## config.mk

```make
export PLATFORM = sky130hd
export DESIGN_NAME = masked_theta_scheduler_flat
export DESIGN_NICKNAME = d
export VERILOG_FILES = /design/src/rtl/masked_theta_scheduler_pkg.sv /design/src/rtl/masked_theta_scheduler_if.sv /design/src/rtl/masked_bv4_comp_theta.sv /design/src/rtl/masked_theta_scheduler_rr_arbiter.sv /design/src/rtl/masked_theta_scheduler.sv /design/src/flat_wrapper.sv
export SDC_FILE = /design/constraint.sdc
export NUM_CORES = 1
export LEC_CHECK = 0
export BUFFER_PORTS_ARGS = -buffer_cell sky130_fd_sc_hd__buf_2
export CAP_MARGIN = 0
export CELL_PAD_IN_SITES_DETAIL_PLACEMENT = 1
export CELL_PAD_IN_SITES_GLOBAL_PLACEMENT = 2
export CORE_UTILIZATION = 37
export CTS_BUF_LIST = sky130_fd_sc_hd__clkbuf_4 sky130_fd_sc_hd__clkbuf_8
export CTS_CLUSTER_DIAMETER = 120
export DETAILED_ROUTE_END_ITERATION = 16
export HOLD_SLACK_MARGIN = 0.06
export PLACE_DENSITY = 0.95
export SKIP_LAST_GASP = 1
export SLEW_MARGIN = 15
export SYNTH_ARGS = -nofsm -noshare
export SYNTH_HDL_FRONTEND = slang
export SYNTH_HIERARCHICAL = 1
export SYNTH_SLANG_ARGS = --single-unit
```

## constraint.sdc

```tcl
create_clock -name in_clock -period 6.2 [get_ports in_clock]
set_input_delay 0.31 -clock in_clock [delete_from_list [all_inputs] [get_ports in_clock]]
set_output_delay 0.31 -clock in_clock [all_outputs]
set_load 0.03 [all_outputs]
```

## src/rtl/masked_theta_scheduler_pkg.sv

```systemverilog
// Shared types and GF(2^2) helpers for the masked theta scheduler.
// bv2_t/bv4_t are GF(2^2)/GF(2^4) nibbles; a bv4_t is {hi, lo} over GF(2^2)
// with polynomial basis x^2+x+1 and tower constant N = x.
package masked_theta_scheduler_pkg;

   typedef logic [1:0] bv2_t;
   typedef logic [3:0] bv4_t;

   // number of unordered share pairs; each pair draws 4 fresh random bits
   function automatic int num_quad(int n);
      return n * (n - 1) / 2;
   endfunction

   localparam int THETA_RES_DEPTH   = 2;
   localparam int THETA_DEF_SHARES  = 2;
   localparam int THETA_DEF_REQ     = 4;

   typedef struct packed {
      logic [$clog2(THETA_DEF_REQ)-1:0] id;
      bv2_t [THETA_DEF_SHARES-1:0]      shares;
   } theta_res_t;

   // GF(2^2) multiply, x^2 = x + 1
   function automatic bv2_t gf4_mul(bv2_t a, bv2_t b);
      return {(a[1] & b[1]) ^ (a[1] & b[0]) ^ (a[0] & b[1]),
              (a[1] & b[1]) ^ (a[0] & b[0])};
   endfunction

   // GF(2^2) square (linear over GF(2))
   function automatic bv2_t gf4_sq(bv2_t a);
      return {a[1], a[1] ^ a[0]};
   endfunction

   // N * a^2 with N = x; collapses to a bit swap
   function automatic bv2_t gf4_scl_sq(bv2_t a);
      return {a[0], a[1]};
   endfunction

endpackage

```

## src/rtl/masked_theta_scheduler_if.sv

```systemverilog
// Requester / randomness / result bus of the masked theta scheduler.
interface masked_theta_scheduler_if #(
   parameter int NUM_REQ    = 4,
   parameter int NUM_SHARES = 2
);
   import masked_theta_scheduler_pkg::*;

   localparam int NUM_RANDOM = 4 * num_quad(NUM_SHARES);
   localparam int ID_W       = $clog2(NUM_REQ);

   logic [NUM_REQ-1:0]                   in_req_valid;
   logic [NUM_REQ-1:0]                   out_req_ready;
   bv4_t [NUM_REQ-1:0][NUM_SHARES-1:0]   in_req_data;
   logic                                 in_rand_valid;
   logic                                 out_rand_ready;
   logic [NUM_RANDOM-1:0]                in_rand;
   logic                                 out_res_valid;
   logic                                 in_res_ready;
   logic [ID_W-1:0]                      out_res_id;
   bv2_t [NUM_SHARES-1:0]                out_res_data;
   logic                                 out_busy;

   modport slave (
      input  in_req_valid, in_req_data, in_rand_valid, in_rand, in_res_ready,
      output out_req_ready, out_rand_ready, out_res_valid, out_res_id,
             out_res_data, out_busy
   );

   modport master (
      output in_req_valid, in_req_data, in_rand_valid, in_rand, in_res_ready,
      input  out_req_ready, out_rand_ready, out_res_valid, out_res_id,
             out_res_data, out_busy
   );

endinterface

```

## src/rtl/masked_bv4_comp_theta.sv

```systemverilog
// Masked theta = N*h^2 ^ h*l ^ l^2 of a shared GF(2^4) value {h,l}.
// Domain-oriented masking: cross-domain products are refreshed and
// registered before the per-share compression, giving one cycle latency.
module masked_bv4_comp_theta
   import masked_theta_scheduler_pkg::*;
#(
   parameter  int NUM_SHARES = 2,
   localparam int NUM_RANDOM = 4 * num_quad(NUM_SHARES)
) (
   input  logic                    clk,
   input  bv4_t [NUM_SHARES-1:0]   in_a,
   input  logic [NUM_RANDOM-1:0]   in_rand,
   output bv2_t [NUM_SHARES-1:0]   out_theta
);

   bv2_t [NUM_SHARES-1:0][NUM_SHARES-1:0] term_d, term_q;

   // index of unordered pair (i<j) into the randomness vector
   function automatic int pair_idx(int i, int j);
      return i * NUM_SHARES - (i * (i + 1)) / 2 + (j - i - 1);
   endfunction

   // per-domain terms; each pair's low random bits refresh its two cross
   // products, the high bits re-mask both diagonals and cancel on recombine
   always_comb begin
      term_d = '0;
      for (int i = 0; i < NUM_SHARES; i++) begin
         for (int j = 0; j < NUM_SHARES; j++) begin
            term_d[i][j] = gf4_mul(in_a[i][3:2], in_a[j][1:0]);
         end
         term_d[i][i] = term_d[i][i] ^ gf4_scl_sq(in_a[i][3:2]) ^ gf4_sq(in_a[i][1:0]);
      end
      for (int i = 0; i < NUM_SHARES; i++) begin
         for (int j = i + 1; j < NUM_SHARES; j++) begin
            term_d[i][j] = term_d[i][j] ^ in_rand[4*pair_idx(i, j) +: 2];
            term_d[j][i] = term_d[j][i] ^ in_rand[4*pair_idx(i, j) +: 2];
            term_d[i][i] = term_d[i][i] ^ in_rand[4*pair_idx(i, j) + 2 +: 2];
            term_d[j][j] = term_d[j][j] ^ in_rand[4*pair_idx(i, j) + 2 +: 2];
         end
      end
   end

   // the single register stage; free-running, no stall
   always_ff @(posedge clk) begin
      term_q <= term_d;
   end

   // compress each domain's registered terms into its output share
   always_comb begin
      out_theta = '0;
      for (int i = 0; i < NUM_SHARES; i++) begin
         for (int j = 0; j < NUM_SHARES; j++) begin
            out_theta[i] = out_theta[i] ^ term_q[i][j];
         end
      end
   end

endmodule

```

## src/rtl/masked_theta_scheduler_rr_arbiter.sv

```systemverilog
// Round-robin arbiter: grants the first request at or above the pointer,
// wrapping; the pointer moves past the grant only when advance is high.
module rr_arbiter #(
   parameter  int NUM_REQ = 4,
   localparam int ID_W    = $clog2(NUM_REQ)
) (
   input  logic               clk,
   input  logic               rst,
   input  logic [NUM_REQ-1:0] req,
   input  logic               advance,
   output logic [NUM_REQ-1:0] grant_oh,
   output logic [ID_W-1:0]    grant_idx
);

   logic [ID_W-1:0] ptr_d, ptr_q;

   // wrapped priority search and pointer update
   always_comb begin
      logic            found;
      logic [ID_W-1:0] idx;
      int              j;
      grant_oh  = '0;
      grant_idx = '0;
      found     = 1'b0;
      idx       = '0;
      j         = 0;
      for (int k = 0; k < NUM_REQ; k++) begin
         j = int'(ptr_q) + k;
         if (j >= NUM_REQ) j = j - NUM_REQ;
         idx = ID_W'(j);
         if (!found && req[idx]) begin
            found         = 1'b1;
            grant_idx     = idx;
            grant_oh[idx] = 1'b1;
         end
      end
      ptr_d = ptr_q;
      if (advance) ptr_d = (int'(grant_idx) == NUM_REQ - 1) ? '0 : grant_idx + 1'b1;
   end

   // pointer register
   always_ff @(posedge clk) begin
      if (rst) ptr_q <= '0;
      else     ptr_q <= ptr_d;
   end

endmodule

```

## src/rtl/masked_theta_scheduler.sv

```systemverilog
// Shares one masked theta unit among NUM_REQ requesters. Round-robin issue,
// gated on fresh randomness and on a credit that counts the in-flight op
// against the 2-entry result FIFO, so the non-stalling datapath never
// overflows it.
// Optional: THETA_SCHED_ZERO_IDLE_EN zeroes theta inputs in idle cycles and
// clears FIFO entries on pop; port behaviour is unchanged.
module masked_theta_scheduler
   import masked_theta_scheduler_pkg::*;
#(
   parameter int NUM_SHARES = 2,
   parameter int NUM_REQ    = 4
) (
   input logic                     in_clock,
   input logic                     in_reset,
   masked_theta_scheduler_if.slave bus
);

   localparam int NUM_RANDOM = 4 * num_quad(NUM_SHARES);
   localparam int ID_W       = $clog2(NUM_REQ);

   typedef struct packed {
      logic [ID_W-1:0]       id;
      bv2_t [NUM_SHARES-1:0] shares;
   } res_t;

   res_t [THETA_RES_DEPTH-1:0] fifo_d, fifo_q;
   logic            rd_ptr_d, rd_ptr_q, wr_ptr_d, wr_ptr_q;
   logic [1:0]      cnt_d, cnt_q, occ_after;
   logic [2:0]      load;
   logic            inflight_d, inflight_q;
   logic [ID_W-1:0] inflight_id_d, inflight_id_q;
   logic            pop, push, credit, issue;
   logic [NUM_REQ-1:0]    grant_oh;
   logic [ID_W-1:0]       grant_idx;
   bv4_t [NUM_SHARES-1:0] theta_a;
   logic [NUM_RANDOM-1:0] theta_r;
   bv2_t [NUM_SHARES-1:0] theta_y;

   // credit check: an issue is allowed only if its result will find room
   always_comb begin
      pop       = (cnt_q != 2'd0) & bus.in_res_ready;
      occ_after = cnt_q - {1'b0, pop};
      load      = {1'b0, occ_after} + {2'b00, inflight_q};
      credit    = load < 3'd2;
      issue     = (|bus.in_req_valid) & bus.in_rand_valid & credit & ~in_reset;
      push      = inflight_q;
   end

   rr_arbiter #(.NUM_REQ(NUM_REQ)) u_arb (
      .clk       (in_clock),
      .rst       (in_reset),
      .req       (bus.in_req_valid),
      .advance   (issue),
      .grant_oh  (grant_oh),
      .grant_idx (grant_idx)
   );

`ifdef THETA_SCHED_ZERO_IDLE_EN
   // idle cycles feed zeros so no stale masked data toggles the multiplier
   always_comb begin
      theta_a = '0;
      theta_r = '0;
      if (issue) begin
         theta_a = bus.in_req_data[grant_idx];
         theta_r = bus.in_rand;
      end
   end
`else
   bv4_t [NUM_SHARES-1:0] op_d, op_q;
   logic [NUM_RANDOM-1:0] rnd_d, rnd_q;

   // idle cycles replay the last issued operands
   always_comb begin
      op_d  = op_q;
      rnd_d = rnd_q;
      if (issue) begin
         op_d  = bus.in_req_data[grant_idx];
         rnd_d = bus.in_rand;
      end
      theta_a = op_d;
      theta_r = rnd_d;
   end

   // operand hold registers
   always_ff @(posedge in_clock) begin
      if (in_reset) begin
         op_q  <= '0;
         rnd_q <= '0;
      end else begin
         op_q  <= op_d;
         rnd_q <= rnd_d;
      end
   end
`endif

   masked_bv4_comp_theta #(.NUM_SHARES(NUM_SHARES)) u_theta (
      .clk       (in_clock),
      .in_a      (theta_a),
      .in_rand   (theta_r),
      .out_theta (theta_y)
   );

   // FIFO bookkeeping and in-flight tag; a push into the slot being popped wins
   always_comb begin
      fifo_d        = fifo_q;
      rd_ptr_d      = rd_ptr_q;
      wr_ptr_d      = wr_ptr_q;
      if (pop) begin
`ifdef THETA_SCHED_ZERO_IDLE_EN
         fifo_d[rd_ptr_q] = '0;
`endif
         rd_ptr_d = ~rd_ptr_q;
      end
      if (push) begin
         fifo_d[wr_ptr_q].id     = inflight_id_q;
         fifo_d[wr_ptr_q].shares = theta_y;
         wr_ptr_d                = ~wr_ptr_q;
      end
      cnt_d         = cnt_q + {1'b0, push} - {1'b0, pop};
      inflight_d    = issue;
      inflight_id_d = issue ? grant_idx : inflight_id_q;
   end

   // state registers
   always_ff @(posedge in_clock) begin
      if (in_reset) begin
         fifo_q        <= '0;
         rd_ptr_q      <= 1'b0;
         wr_ptr_q      <= 1'b0;
         cnt_q         <= 2'd0;
         inflight_q    <= 1'b0;
         inflight_id_q <= '0;
      end else begin
         fifo_q        <= fifo_d;
         rd_ptr_q      <= rd_ptr_d;
         wr_ptr_q      <= wr_ptr_d;
         cnt_q         <= cnt_d;
         inflight_q    <= inflight_d;
         inflight_id_q <= inflight_id_d;
      end
   end

   assign bus.out_req_ready  = issue ? grant_oh : '0;
   assign bus.out_rand_ready = issue;
   assign bus.out_res_valid  = cnt_q != 2'd0;
   assign bus.out_res_id     = bus.out_res_valid ? fifo_q[rd_ptr_q].id : '0;
   assign bus.out_res_data   = bus.out_res_valid ? fifo_q[rd_ptr_q].shares : '0;
   assign bus.out_busy       = inflight_q | bus.out_res_valid;

   // a push must always find a free slot
   a_no_overflow: assert property (@(posedge in_clock) disable iff (in_reset)
                                   push |-> (occ_after != 2'd2));

endmodule
```

## src/flat_wrapper.sv

```systemverilog
// flat-port wrapper written by rule: the top's interface ports become plain ports
module masked_theta_scheduler_flat import masked_theta_scheduler_pkg::*;
#(
   parameter int NUM_SHARES = 2,
   parameter int NUM_REQ    = 4
)
  (in_clock, in_reset, bus_in_req_valid, bus_in_req_data, bus_in_rand_valid, bus_in_rand, bus_in_res_ready, bus_out_req_ready, bus_out_rand_ready, bus_out_res_valid, bus_out_res_id, bus_out_res_data, bus_out_busy);
  masked_theta_scheduler_if #(.NUM_REQ(NUM_REQ), .NUM_SHARES(NUM_SHARES)) bus_i ();
  input logic in_clock;
  input logic in_reset;
  input wire logic [$bits(bus_i.in_req_valid)-1:0] bus_in_req_valid;
  input wire logic [$bits(bus_i.in_req_data)-1:0] bus_in_req_data;
  input wire logic [$bits(bus_i.in_rand_valid)-1:0] bus_in_rand_valid;
  input wire logic [$bits(bus_i.in_rand)-1:0] bus_in_rand;
  input wire logic [$bits(bus_i.in_res_ready)-1:0] bus_in_res_ready;
  output wire logic [$bits(bus_i.out_req_ready)-1:0] bus_out_req_ready;
  output wire logic [$bits(bus_i.out_rand_ready)-1:0] bus_out_rand_ready;
  output wire logic [$bits(bus_i.out_res_valid)-1:0] bus_out_res_valid;
  output wire logic [$bits(bus_i.out_res_id)-1:0] bus_out_res_id;
  output wire logic [$bits(bus_i.out_res_data)-1:0] bus_out_res_data;
  output wire logic [$bits(bus_i.out_busy)-1:0] bus_out_busy;
  assign bus_i.in_req_valid = bus_in_req_valid;
  assign bus_i.in_req_data = bus_in_req_data;
  assign bus_i.in_rand_valid = bus_in_rand_valid;
  assign bus_i.in_rand = bus_in_rand;
  assign bus_i.in_res_ready = bus_in_res_ready;
  assign bus_out_req_ready = bus_i.out_req_ready;
  assign bus_out_rand_ready = bus_i.out_rand_ready;
  assign bus_out_res_valid = bus_i.out_res_valid;
  assign bus_out_res_id = bus_i.out_res_id;
  assign bus_out_res_data = bus_i.out_res_data;
  assign bus_out_busy = bus_i.out_busy;
  masked_theta_scheduler #(.NUM_SHARES(NUM_SHARES), .NUM_REQ(NUM_REQ)) u_core (.in_clock(in_clock), .in_reset(in_reset), .bus(bus_i));
endmodule
```

==> out/qor.yml <==
finalCritPeriodShare_pct: 72.4
cts_hold_buf: 0
setup_viol: 0
die_y_um: 86.2
ir_worst_vdd_mv: 0.121
synth.most_common_cell: "dfxtp_1"
post-place-ws_ns: 1.73
synth_edf_count: 0
area_growth_pct: 16.8
async_flop_share_pct: 0
initialDrtViolationCount: 89
yosysTopAreaCell: "dfxtp_1"
final_max_slew_viol_count: 0
route.met3.wl_um: 246
wire_per_inst_um: 14.4
placed_cells: 420
yosysWarningCount: 6
worstMarginPinSlew_ns: 0.817
status: "completed"
port_buffers: 56
finalSetupTns_ns: 0
powerDensity_mw_per_mm2: 352
die_x_um: 86.2
vias: 2209
antenna_left: 0
place.gp.congestion: 0.851
worst_setup_path_start_kind: "flip-flop"
p_leak_uw: 0.00124
rows: 30
ys_ff_latch: 41
drive_gt1_share_pct: 28.6
synthTopCellsByCount: "dfxtp_1, nand2_1, inv_1, o21ai_0, a21oi_1"
max-cap-violations: 0
arrival_ns: 4.67
cts_root_buf: "clkbuf_8"
ios: 57
final_cells: 428
cts_buffer_depth: 2
finalNetCount: 382
hold_class: "input port to flip-flop"
met2_length_um: 2970
rsz0062_at_grt: "false"
cp_max_fo: 13
antenna_found_initial: 0
placed_cell_area_sq_mm: 0.00295
yosys-top-cells-area: "dfxtp_1, mux4_2, mux2_4"
m1WireLength_um: 2890
drc: 0
numCtsBuffers: 5
hold_slack_ns: 0.245
cp_data_required_time_ns: 6.39
core-area_sq_mm: 0.00683
min_period_ns: 4.49
synth-main-ff-cell: "dfxtp_1"
worstSkewPairLatency_ns: 0.30
synth_nets: 334
htree_levels: 2
hold_viol_final: 0
cts_tree: "done"
fin_ws_ns: 1.71
clock_sinks: 41
fmaxAchievable_mhz: 223
synth.top_cell.area_share_pct: 31.3
clkTransAtPathRegs_ns: 0.08
cts-resized-gates: 0
syn_area_sq_mm: 0.00262
dpl.hpwl_um: 4640
skew_ns: 0.00491
final_area_sq_mm: 0.00307
cts_setup_buffers: 0
grt_max_degree: 34
rrSetupSlack_ns: 1.71
ys_types: 45
grt_pass1_vias: 2287
globalRouteOverflowTotal: 0
diodes: 0
crit_type: "flip-flop to flip-flop"
grt_usage_pct: 18.0
relSlewSlack_pct: 45.0
syn_inst: 283
grt_pass1_wl_um: 10700
highest_layer: "met4"
wl_um: 6150
dieArea_sq_mm: 0.00743
yosysSeqAreaShare_pct: 31.3
via_per_inst: 5.16
critPathCaptureType: "flip-flop"
firstDrtPassIters: 4
start_util_pct: 38.4
avgSynthCellArea_sq_um: 9.27
## cells by family after synthesis
| family | share of synthesized area, % |
|---|---|
| adders and majority gates | 3.34 |
| xor gates and xnor gates | 6.34 |
| DFF | 31.3 |
| buffers and inverters | 5.58 |
| AOI/OAI and AO/OA | 15.3 |
| muxes | 20.1 |
| and+or+nand+nor | 18.0 |
## path summary, 6_finish.rpt
path,startpoint,to,cells past startpoint
setup / recovery,flip-flop,u_core/u_theta/term_q[5]$_DFF_P_,13
hold / removal,bus_in_rand[0],u_core/rnd_q[0]$_SDFF_PP0_,2
setup reg to reg,flip-flop,u_core/u_theta/term_q[5]$_DFF_P_,13
hold reg to reg,u_core/fifo_q[8]$_SDFFE_PP0P_,u_core/fifo_q[8]$_SDFFE_PP0P_,2
## stage by stage
step / power [uW] / utilization (%)
2_1_floorplan: 755 / -
3_3_place_gp: 837 / 43.1
3_5_place_dp: 857 / 43.1
4_1_cts: 1090 / 44.9
5_1_grt: 1160 / 44.9
6_report: 1080 / 44.9
## sequential cells by signal, summed over array words and instances (netlist names), named ones only
name / count
u_core/inflight_q: 1
u_core/wr_ptr_q: 1
u_core/cnt_q: 2
u_core/rd_ptr_q: 1
u_core/fifo_q: 12
u_core/u_theta/term_q: 8
u_core/inflight_id_q: 2
u_core/op_q: 8
u_core/u_arb/ptr_q: 1
u_core/rnd_q: 4
## final cells by class
type / count / area (sq um)
clock buffers: 6 / 82.6
clock inverters: 2 / 37.5
fillers: 826 / 3770
inverters: 18 / 67.6
multi-input cells: 209 / 1660
flip-flops and latches: 41 / 821
well taps: 96 / 120
repair buffers: 56 / 280
## layer usage
layer,global-route usage [%],vias up
met5,0,-
met4,3.48,0
met3,3.71,5
met2,31.0,55
met1,23.6,1052
li1,-,1097
## critical path: stages (launching register included)
cell and delay (ns):
dfxtp_1 0.70, inv_1 0.19, ha_1 0.39, mux4_2 0.44
and2b_1 0.33, o21ai_1 0.15, nand2_1 0.46, mux4_2 0.57
nand4_1 0.12, o21ai_0 0.27, nand2b_1 0.27, o21ai_0 0.20
a21oi_1 0.12, xnor2_1 0.18
## report_power, final
part           switching (uW)  internal (uW)
Sequential               53.9            327
Combinational             258            209
Clock                    98.7            131
Total                     410            667
## cells in the final DEF (no fill, tap or decap), types with 7 or more instances in the layout
master	n
a21oi_1	16
a22oi_1	8
buf_2	56
dfxtp_1	41
ha_1	7
inv_1	18
mux2_4	9
mux2i_1	10
mux4_2	12
nand2_1	29
nand2b_1	7
nand3_1	7
nand4_1	8
nor2_1	14
nor2b_1	9
o21ai_0	17
o31ai_1	9
xnor2_1	13
Power figures use the tool's default switching activity.
